**src/rtl/npc_gen_ras.sv**
```systemverilog
// Next-PC generator for fetch with a speculative circular return-address stack.
// Optional macro NPC_RAS_RECOVER_EN restores {tp, cnt} from redirect_ckpt on a backend redirect.
module npc_gen_ras #(
  parameter int XLEN      = 64,
  parameter int RAS_DEPTH = 8,
  parameter int PTR_W     = $clog2(RAS_DEPTH),
  parameter int CNT_W     = $clog2(RAS_DEPTH) + 1
) (
  input  logic                   clk,
  input  logic                   rst,
  input  logic                   in_valid,
  input  logic [XLEN-1:0]        in_pc_add4,
  input  logic                   in_hit,
  input  logic [2:0]             in_type,
  input  logic [XLEN-1:0]        in_pred_pc,
  input  logic                   in_pred_taken,
  input  logic                   out_ready,
  input  logic                   redirect_valid,
  input  logic [XLEN-1:0]        redirect_pc,
  input  logic [PTR_W+CNT_W-1:0] redirect_ckpt,
  output logic                   npc_valid,
  output logic [XLEN-1:0]        next_pc,
  output logic                   predict_taken,
  output logic                   hit,
  output logic [XLEN-1:0]        predict_pc,
  output logic [PTR_W+CNT_W-1:0] ras_ckpt,
  output logic                   ras_empty,
  output logic                   ras_full
);
  localparam logic [2:0] T_B       = 3'b001;
  localparam logic [2:0] T_JAL     = 3'b010;
  localparam logic [2:0] T_JALR    = 3'b011;
  localparam logic [2:0] T_CALL    = 3'b100;
  localparam logic [2:0] T_RET     = 3'b101;
  localparam logic [2:0] T_CALLRET = 3'b110;

  logic [XLEN-1:0]  r_entry [RAS_DEPTH];
  logic [PTR_W-1:0] r_tp;
  logic [CNT_W-1:0] r_cnt;

  logic             w_accept;
  logic             w_upd;
  logic             w_empty;
  logic             w_full;
  logic [PTR_W-1:0] w_tp_inc;
  logic [PTR_W-1:0] w_tp_dec;
  logic [XLEN-1:0]  w_top;

  assign w_accept = in_valid & out_ready & ~redirect_valid & ~rst;
  assign w_upd    = w_accept & in_hit;
  assign w_empty  = (r_cnt == '0);
  assign w_full   = (r_cnt == CNT_W'(RAS_DEPTH));
  // Depth is a power of two, so pointer arithmetic wraps for free.
  assign w_tp_inc = r_tp + PTR_W'(1);
  assign w_tp_dec = r_tp - PTR_W'(1);
  assign w_top    = r_entry[r_tp];

  assign npc_valid     = ~rst & (redirect_valid | in_valid);
  assign predict_taken = in_pred_taken;
  assign hit           = in_hit;
  assign predict_pc    = in_pred_pc;
  assign ras_empty     = w_empty;
  assign ras_full      = w_full;

`ifdef NPC_RAS_RECOVER_EN
  assign ras_ckpt = {r_tp, r_cnt};
`else
  logic w_unused_ckpt;
  assign w_unused_ckpt = ^redirect_ckpt;
  assign ras_ckpt      = '0;
`endif

  always_comb begin
    next_pc = in_pc_add4;
    if (redirect_valid) begin
      next_pc = redirect_pc;
    end else if (in_hit) begin
      case (in_type)
        T_B:                   if (in_pred_taken) next_pc = in_pred_pc;
        T_JAL, T_JALR, T_CALL: next_pc = in_pred_pc;
        T_RET, T_CALLRET:      next_pc = w_empty ? in_pred_pc : w_top;
        default:               next_pc = in_pc_add4;
      endcase
    end
  end

  always_ff @(posedge clk) begin
    if (rst) begin
      r_tp  <= '0;
      r_cnt <= '0;
      for (int i = 0; i < RAS_DEPTH; i++) r_entry[i] <= '0;
    end else begin
`ifdef NPC_RAS_RECOVER_EN
      if (redirect_valid) {r_tp, r_cnt} <= redirect_ckpt;
`endif
      if (w_upd) begin
        case (in_type)
          T_CALL: begin
            // A full stack silently overwrites its oldest entry.
            r_tp              <= w_tp_inc;
            r_entry[w_tp_inc] <= in_pc_add4;
            if (!w_full) r_cnt <= r_cnt + CNT_W'(1);
          end
          T_RET: begin
            if (!w_empty) begin
              r_tp  <= w_tp_dec;
              r_cnt <= r_cnt - CNT_W'(1);
            end
          end
          T_CALLRET: begin
            if (!w_empty) begin
              r_entry[r_tp] <= in_pc_add4;
            end else begin
              r_tp              <= w_tp_inc;
              r_entry[w_tp_inc] <= in_pc_add4;
              r_cnt             <= CNT_W'(1);
            end
          end
          default: ;
        endcase
      end
    end
  end
endmodule

```
**config.mk**
```make
export PLATFORM = sky130hd
export DESIGN_NAME = npc_gen_ras
export DESIGN_NICKNAME = d
export VERILOG_FILES = /design/src/rtl/npc_gen_ras.sv
export SDC_FILE = /design/constraint.sdc
export NUM_CORES = 1
export LEC_CHECK = 0
export BUFFER_PORTS_ARGS = -buffer_cell sky130_fd_sc_hd__buf_2
export CAP_MARGIN = 10
export CORE_MARGIN = 2
export CORE_UTILIZATION = 60
export DETAILED_ROUTE_END_ITERATION = 8
export PLACE_DENSITY = 0.82
export SKIP_LAST_GASP = 1
export SLEW_MARGIN = 40
export SYNTH_ARGS = -nofsm -noshare
export SYNTH_HDL_FRONTEND = slang
export SYNTH_SLANG_ARGS = --single-unit
```
**constraint.sdc**
```tcl
create_clock -name clk -period 5.9 [get_ports clk]
set_input_delay 0.59 -clock clk [delete_from_list [all_inputs] [get_ports clk]]
set_output_delay 0.59 -clock clk [all_outputs]
set_load 0.005 [all_outputs]
```
==> run metrics, run 1 <==
Synth area leaders=edfxtp_1 58%, and2_1 12%, mux4_2 11%; post-synth top area share=between 50% and 60%; DR vias/cell=6.43; Worst Path Max Fanout=23; Sequential Area=about 16000 um2; register bit total from synthesis=about 520; Worst EP required=approximately 5300 ps; dominant cell type by area after synthesis=edfxtp_1; Die Wd=between 200 and 250 um; CTS clk-pin slew, worst paths=around 60 ps; # port buffers=about 330; leakage=11.1 nW; H-tree levels=2; Syn Inst Count=~1.9k; type of the most critical hold path=in -> reg; post-synthesis sequential area ratio=between 50% and 60%; Mapped Area=26500 um2; CP endpoint kind=output port; Wirelength per Cell=~25 um; period utilization=between 60% and 70%; vias in the first global route=roughly 18k; Worst Tran Pin Value=slightly below 900 ps; hold_buf cts=0; Worst Skew=~12 ps; post-synth cell types=52; Area growth syn-to-layout=12.2%; final net count=between 2k and 2.5k; Final Total Pwr=between 7 and 8 mW; Worst EP arrival=3470 ps; commonest cells after routing, fill and taps aside=512 x and2_1, 512 x edfxtp_1, 333 x buf_2; grt total ovfl=0; critical path class=reg -> out; total track usage=29.0%; CP startpoint kind=flip-flop; Clock Latency Late Sink=580 ps; Boundary Pins=349; number of flops mapped to enable cells by yosys=around 510; # rows=76; final setup fails=0; setup bufs post-CTS=0; Iteration-0 DRC Markers=around 1.9k; syn_area_per_cell=roughly 14 um2; Final Util=68.5%; final WL=around 67 mm; clock sinks=between 500 and 600; placed insts=~2.6k; area of the die=45900 um2; Root Buffer=clkbuf_16; max-capacitance violation count=0; pin count of the biggest net entering global routing=between 70 and 80; setup TNS=0 ps; Yosys Warn Count=0; Multi-input gate area=~9600 um2; R2R depth=7; DP Wirelength=around 38 mm; outcome=complete, no violations; initial antenna violation count=1; post-route ant nets=0; Fillers=2867; Finished Layout Cells=about 2.7k; Slew Limit Headroom=between 40% and 50%; RSZ-0062 raised after global routing=false; post-synthesis async set-or-reset flop share=0%; first-pass GRT wire length=102 mm; gpl congestion=~0.8; Worst VDD drop=around 0.20 mV; Final min period=4060 ps; Top FF cell, synth=edfxtp_1; DR pass1 iterations=5; FMAX=about 0.25 GHz; PostCTS Resize Cnt=0; layout cell share with drive strength beyond 1=between 20% and 30%; PwrDens=266 nW/um2; Die H=~210 um; Starting Density=61.1%; Hold Crit Depth=2; Final Hold Vio Count=0; total number of vias=17.3k; number of CTS-inserted buffers=50; Slew Limit Fails=0; Clock Path Buffers=3; CTS tree=yes; DRC viols=0; core box area=between 40000 and 50000 um2
-- layer usage --
metal / global-route usage [%] / wire length [um] / vias to the layer above / share of wire, %
li1: - / - / 7466 / -
met1: 37.5 / 25300 / 8740 / 38
met2: 50.1 / 34100 / 992 / 51
met3: 5.15 / 5930 / 121 / 8.8
met4: 9.88 / 1630 / 0 / 2.4
met5: 0 / 0 / - / 0
-- flip-flops by register name, indices dropped and copies added (netlist names), named ones only --
signal and cells:
r_cnt 4, r_entry 512, r_tp 3
-- layout make-up --
class / instances / share of cell area (%)
antenna: 1 / 0.00842
clock buffer: 64 / 4.46
clock inverter: 27 / 0.804
inverter: 5 / 0.0800
multi-input combinational: 1112 / 32.2
sequential: 522 / 52.4
tap: 585 / 2.46
timing repair buffer: 377 / 7.53
-- cells in the mapped netlist (2+ instances only) --
cell,n
a211oi_1,66
a21oi_1,4
a22oi_1,64
and2_1,512
buf_1,7
buf_2,14
buf_4,79
buf_6,30
clkbuf_1,90
clkbuf_2,10
dfxtp_1,10
edfxtp_1,512
ha_1,4
inv_1,4
mux4_2,128
nand2_1,68
nand3_1,3
nand3b_1,2
nor2_1,10
nor2b_1,64
nor3_2,8
nor3b_1,2
o21ai_0,4
o221ai_1,128
or2_2,8
xnor2_1,5
xor2_1,2
-- power breakdown --
group          switching (mW)  internal [mW]  total, mW
Combinational           0.358          0.236      0.594
Sequential             0.0364           4.18       4.21
Clock                    1.34           1.76       3.10
Total                    1.74           6.17       7.91
-- worst max-delay path, stage by stage, from the launching register on --
cell	delay [ps]
dfxtp_4	540
buf_12	270
buf_4	370
mux4_2	560
nor2b_1	150
a211oi_1	630
o221ai_1	180
buf_2	170
-- final timing paths --
path                                  endpoint  slack [ps]           start
worst max-delay path               next_pc[61]        1840       flip-flop
worst min register to register        r_cnt[2]         530        r_cnt[2]
worst min-delay path            r_entry[6][55]         410  in_pc_add4[55]
worst max register to register  r_entry[3][63]        2370        r_cnt[0]
-- cell families (layout without fill, tap and decap cells) --
kind of cell | count (synthesis) | in the layout | synth area share, %
DFF | 522 | 522 | 58.8
and+or+nand+nor | 686 | 686 | 15.7
other | 1 | 8 | 0.0142
adders and majority gates | 5 | 5 | 0.264
buffers and inverters | 235 | 473 | 5.43
AOI/OAI and AO/OA | 273 | 273 | 8.36
muxes | 132 | 132 | 11.1
xor gates and xnor gates | 9 | 9 | 0.354
-- through the flow --
stage | setup WS [ps] | hold slack [ps] | cell area (um2)
finish | 1840 | 415 | 29700
global placement | 2160 | 487 | 28100
detailed placement | 2050 | 519 | 28100
global route | 1660 | 427 | 29700
CTS | 1680 | 398 | 29700
floorplan | 2680 | 472 | 26500
Note: power is estimated with default switching activity, not from simulation.
==> run 2, diff against run 1 <==
- CORE_UTILIZATION: 60 -> 58
- PLACE_DENSITY: 0.82 -> 0.8
- clock period: 5.9 -> 4.1 ns (I/O delays scaled with it)
==> run 2 against run 1 <==
Clock power up 44%. Global-route usage down 0.42 points. Register-to-register slack got worse by 1400 ps. Clock skew increased by 6.9 ps. Largest cell class unchanged. Via count shrank 0.30%. Worst hold slack worse by 200 ps. Die area rose by 3.4%. Setup slack worse by 1300 ps. Sequential power rose by 44%. Sequential share of layout area barely moved. Total power up 44%. Non-clock buffer count rose by 6. Critical endpoint is now next_pc[60].
==> run metrics, run 2 (synthesis gave the netlist of run 1 again) <==
first-pass GRT wire length=102 mm (-0.53%); gpl congestion=0.770 (-2.9%); Final min period=roughly 3500 ps; setup bufs post-CTS=0 (unchanged); area of the die=47400 um2 (+3.4%); layout cell share with drive strength beyond 1=29.0% (+0.22 points); pin count of the biggest net entering global routing=71 (unchanged); Int Power=8.86 mW (+43%); Clock Power Share=39.2% (about the same); Reg with most FFs=r_entry; worst hold slack=211 ps (-204 ps); M2 GR Usage=48.8% (-1.3 points); core box area=45200 um2 (+4.2%); Psw=2.52 mW (+45%); final setup fails=0 (unchanged); leakage=11.1 nW (about the same); Slew Limit Headroom=41.7% (-0.47 points); outcome=complete, no violations; Worst Tran Pin Value=875 ps (+7.12 ps); DRC viols=0 (unchanged); max-capacitance violation count=0 (unchanged); Starting Density=58.6% (-2.5 points); hold_buf cts=0 (unchanged); fin area=29700 um2 (about the same); Root Buffer=clkbuf_16; Boundary Pins=349 (unchanged); number of CTS-inserted buffers=51 (+2.0%); Comb pwr share=7.5% (about the same); Cell Area, Placed=28100 um2 (about the same); CTS tree=yes; Largest register FFs=512 (unchanged); met1 usage=36.6% (-0.93 points); Slew Limit Fails=0 (unchanged); PwrDens=383 nW/um2 (+44%); commonest cells after routing, fill and taps aside=512 x and2_1, 512 x edfxtp_1, 333 x buf_2; Worst VDD drop=0.317 mV (+59%); PostCTS Resize Cnt=0 (unchanged); RSZ-0062 raised after global routing=false; Worst EP required=3690 ps (-1620 ps); CTS clk-pin slew, worst paths=60 ps (about the same); Worst EP arrival=3120 ps (-350 ps); clock sinks=522 (unchanged); DR vias/cell=6.36 (-1.1%); Area growth syn-to-layout=12.1% (about the same); FMAX=0.283 GHz; largest registers=r_entry: 512 flops, r_cnt: 4 flops, r_tp: 3 flops; Switching Fraction=22.1% (+0.19 points); Clock Path Buffers=3 (unchanged); final WL=67.6 mm (+0.84%); post-route ant nets=0 (unchanged); CP startpoint kind=flip-flop; Final Total Pwr=11.4 mW (+44%); Die H=218 um (+1.7%); grt total ovfl=0 (unchanged); vias in the first global route=17.7k (-0.49%); final net count=2289 (+0.31%); Wirelength per Cell=24.9 um (about the same); initial antenna violation count=4 (+3); period utilization=a little under nine tenths; Flop pwr share=53.3% (about the same); setup TNS=0 ps (unchanged); Final Hold Vio Count=0 (unchanged); Iteration-0 DRC Markers=1620 (-16%); Die Wd=218 um (+1.7%); gr busiest metal=met2; H-tree levels=2 (unchanged); DR pass1 iterations=6 (+1); total number of vias=17.3k (-0.30%); Final Util=65.8% (-2.8 points); type of the most critical hold path=in -> reg; CP endpoint kind=output port; M3 GR Usage=5.59% (+0.44 points); DP Wirelength=38.7 mm (+2.0%); # rows=78 (+2.6%); # port buffers=334 (unchanged); Clock Latency Late Sink=600 ps (+20 ps); Worst Path Max Fanout=48 (+110%); Worst Skew=18.7 ps (+6.93 ps); critical path class=reg -> out; total track usage=28.6% (-0.42 points)
[run 2: cell count changes in the layout (fill, tap and decap cells not counted), sizes merged]
cell      delta
bufinv       -1
buf          +6
inv          +1
clkinvlp     -1
diode        +1
[run 2: routing by layer]
metal | wire length [um] | up-vias
met3 | 6090 | 142
met2 | 34100 | 913
met5 | 27 | -
met4 | 1960 | 4
li1 | - | 7470
met1 | 25400 | 8738
[run 2: metrics by stage]
step,setup slack (ps),cells
6_report,568,2714
5_1_grt,345,2712
4_1_cts,536,2712
3_5_place_dp,892,2622
3_3_place_gp,732,2622
2_1_floorplan,1060,1869
[run 2: worst max-delay path, cell delays in order, from the launching register on]
cell and delay, ps:
dfxtp_4 870, buf_4 370, mux4_2 310, nor2b_1 160, a211oi_1 470, o221ai_1 180
buf_2 160
[run 2: path summary, 6_finish.rpt]
kind | from | slack (ps) | cells after the start | end
setup / recovery | flip-flop | 570 | 6 | next_pc[60]
hold / removal | in_pc_add4[54] | 210 | 2 | r_entry[7][54]
setup reg to reg | r_cnt[0] | 1020 | 7 | r_entry[6][31]
hold reg to reg | r_cnt[2] | 530 | 2 | r_cnt[2]
[run 2: layout make-up]
| type | instances | area [um2] |
|---|---|---|
| inverter | 5 | 23.8 |
| timing repair buffer | 383 | 2200 |
| clock buffer | 64 | 1350 |
| fill | 3123 | 15500 |
| clock inverter | 26 | 214 |
| multi-input combinational | 1112 | 9580 |
| sequential | 522 | 15600 |
| tap | 600 | 751 |
| antenna | 2 | 5.00 |
[run 2: power groups by stage]
stage | logic [mW] | registers [mW] | clock network [mW]
global placement | 0.823 | 6.16 | 0
finish | 0.857 | 6.06 | 4.45
floorplan | 0.442 | 6.16 | 0
CTS | 0.851 | 6.06 | 4.48
global route | 0.923 | 6.07 | 4.70
detailed placement | 0.847 | 6.18 | 0
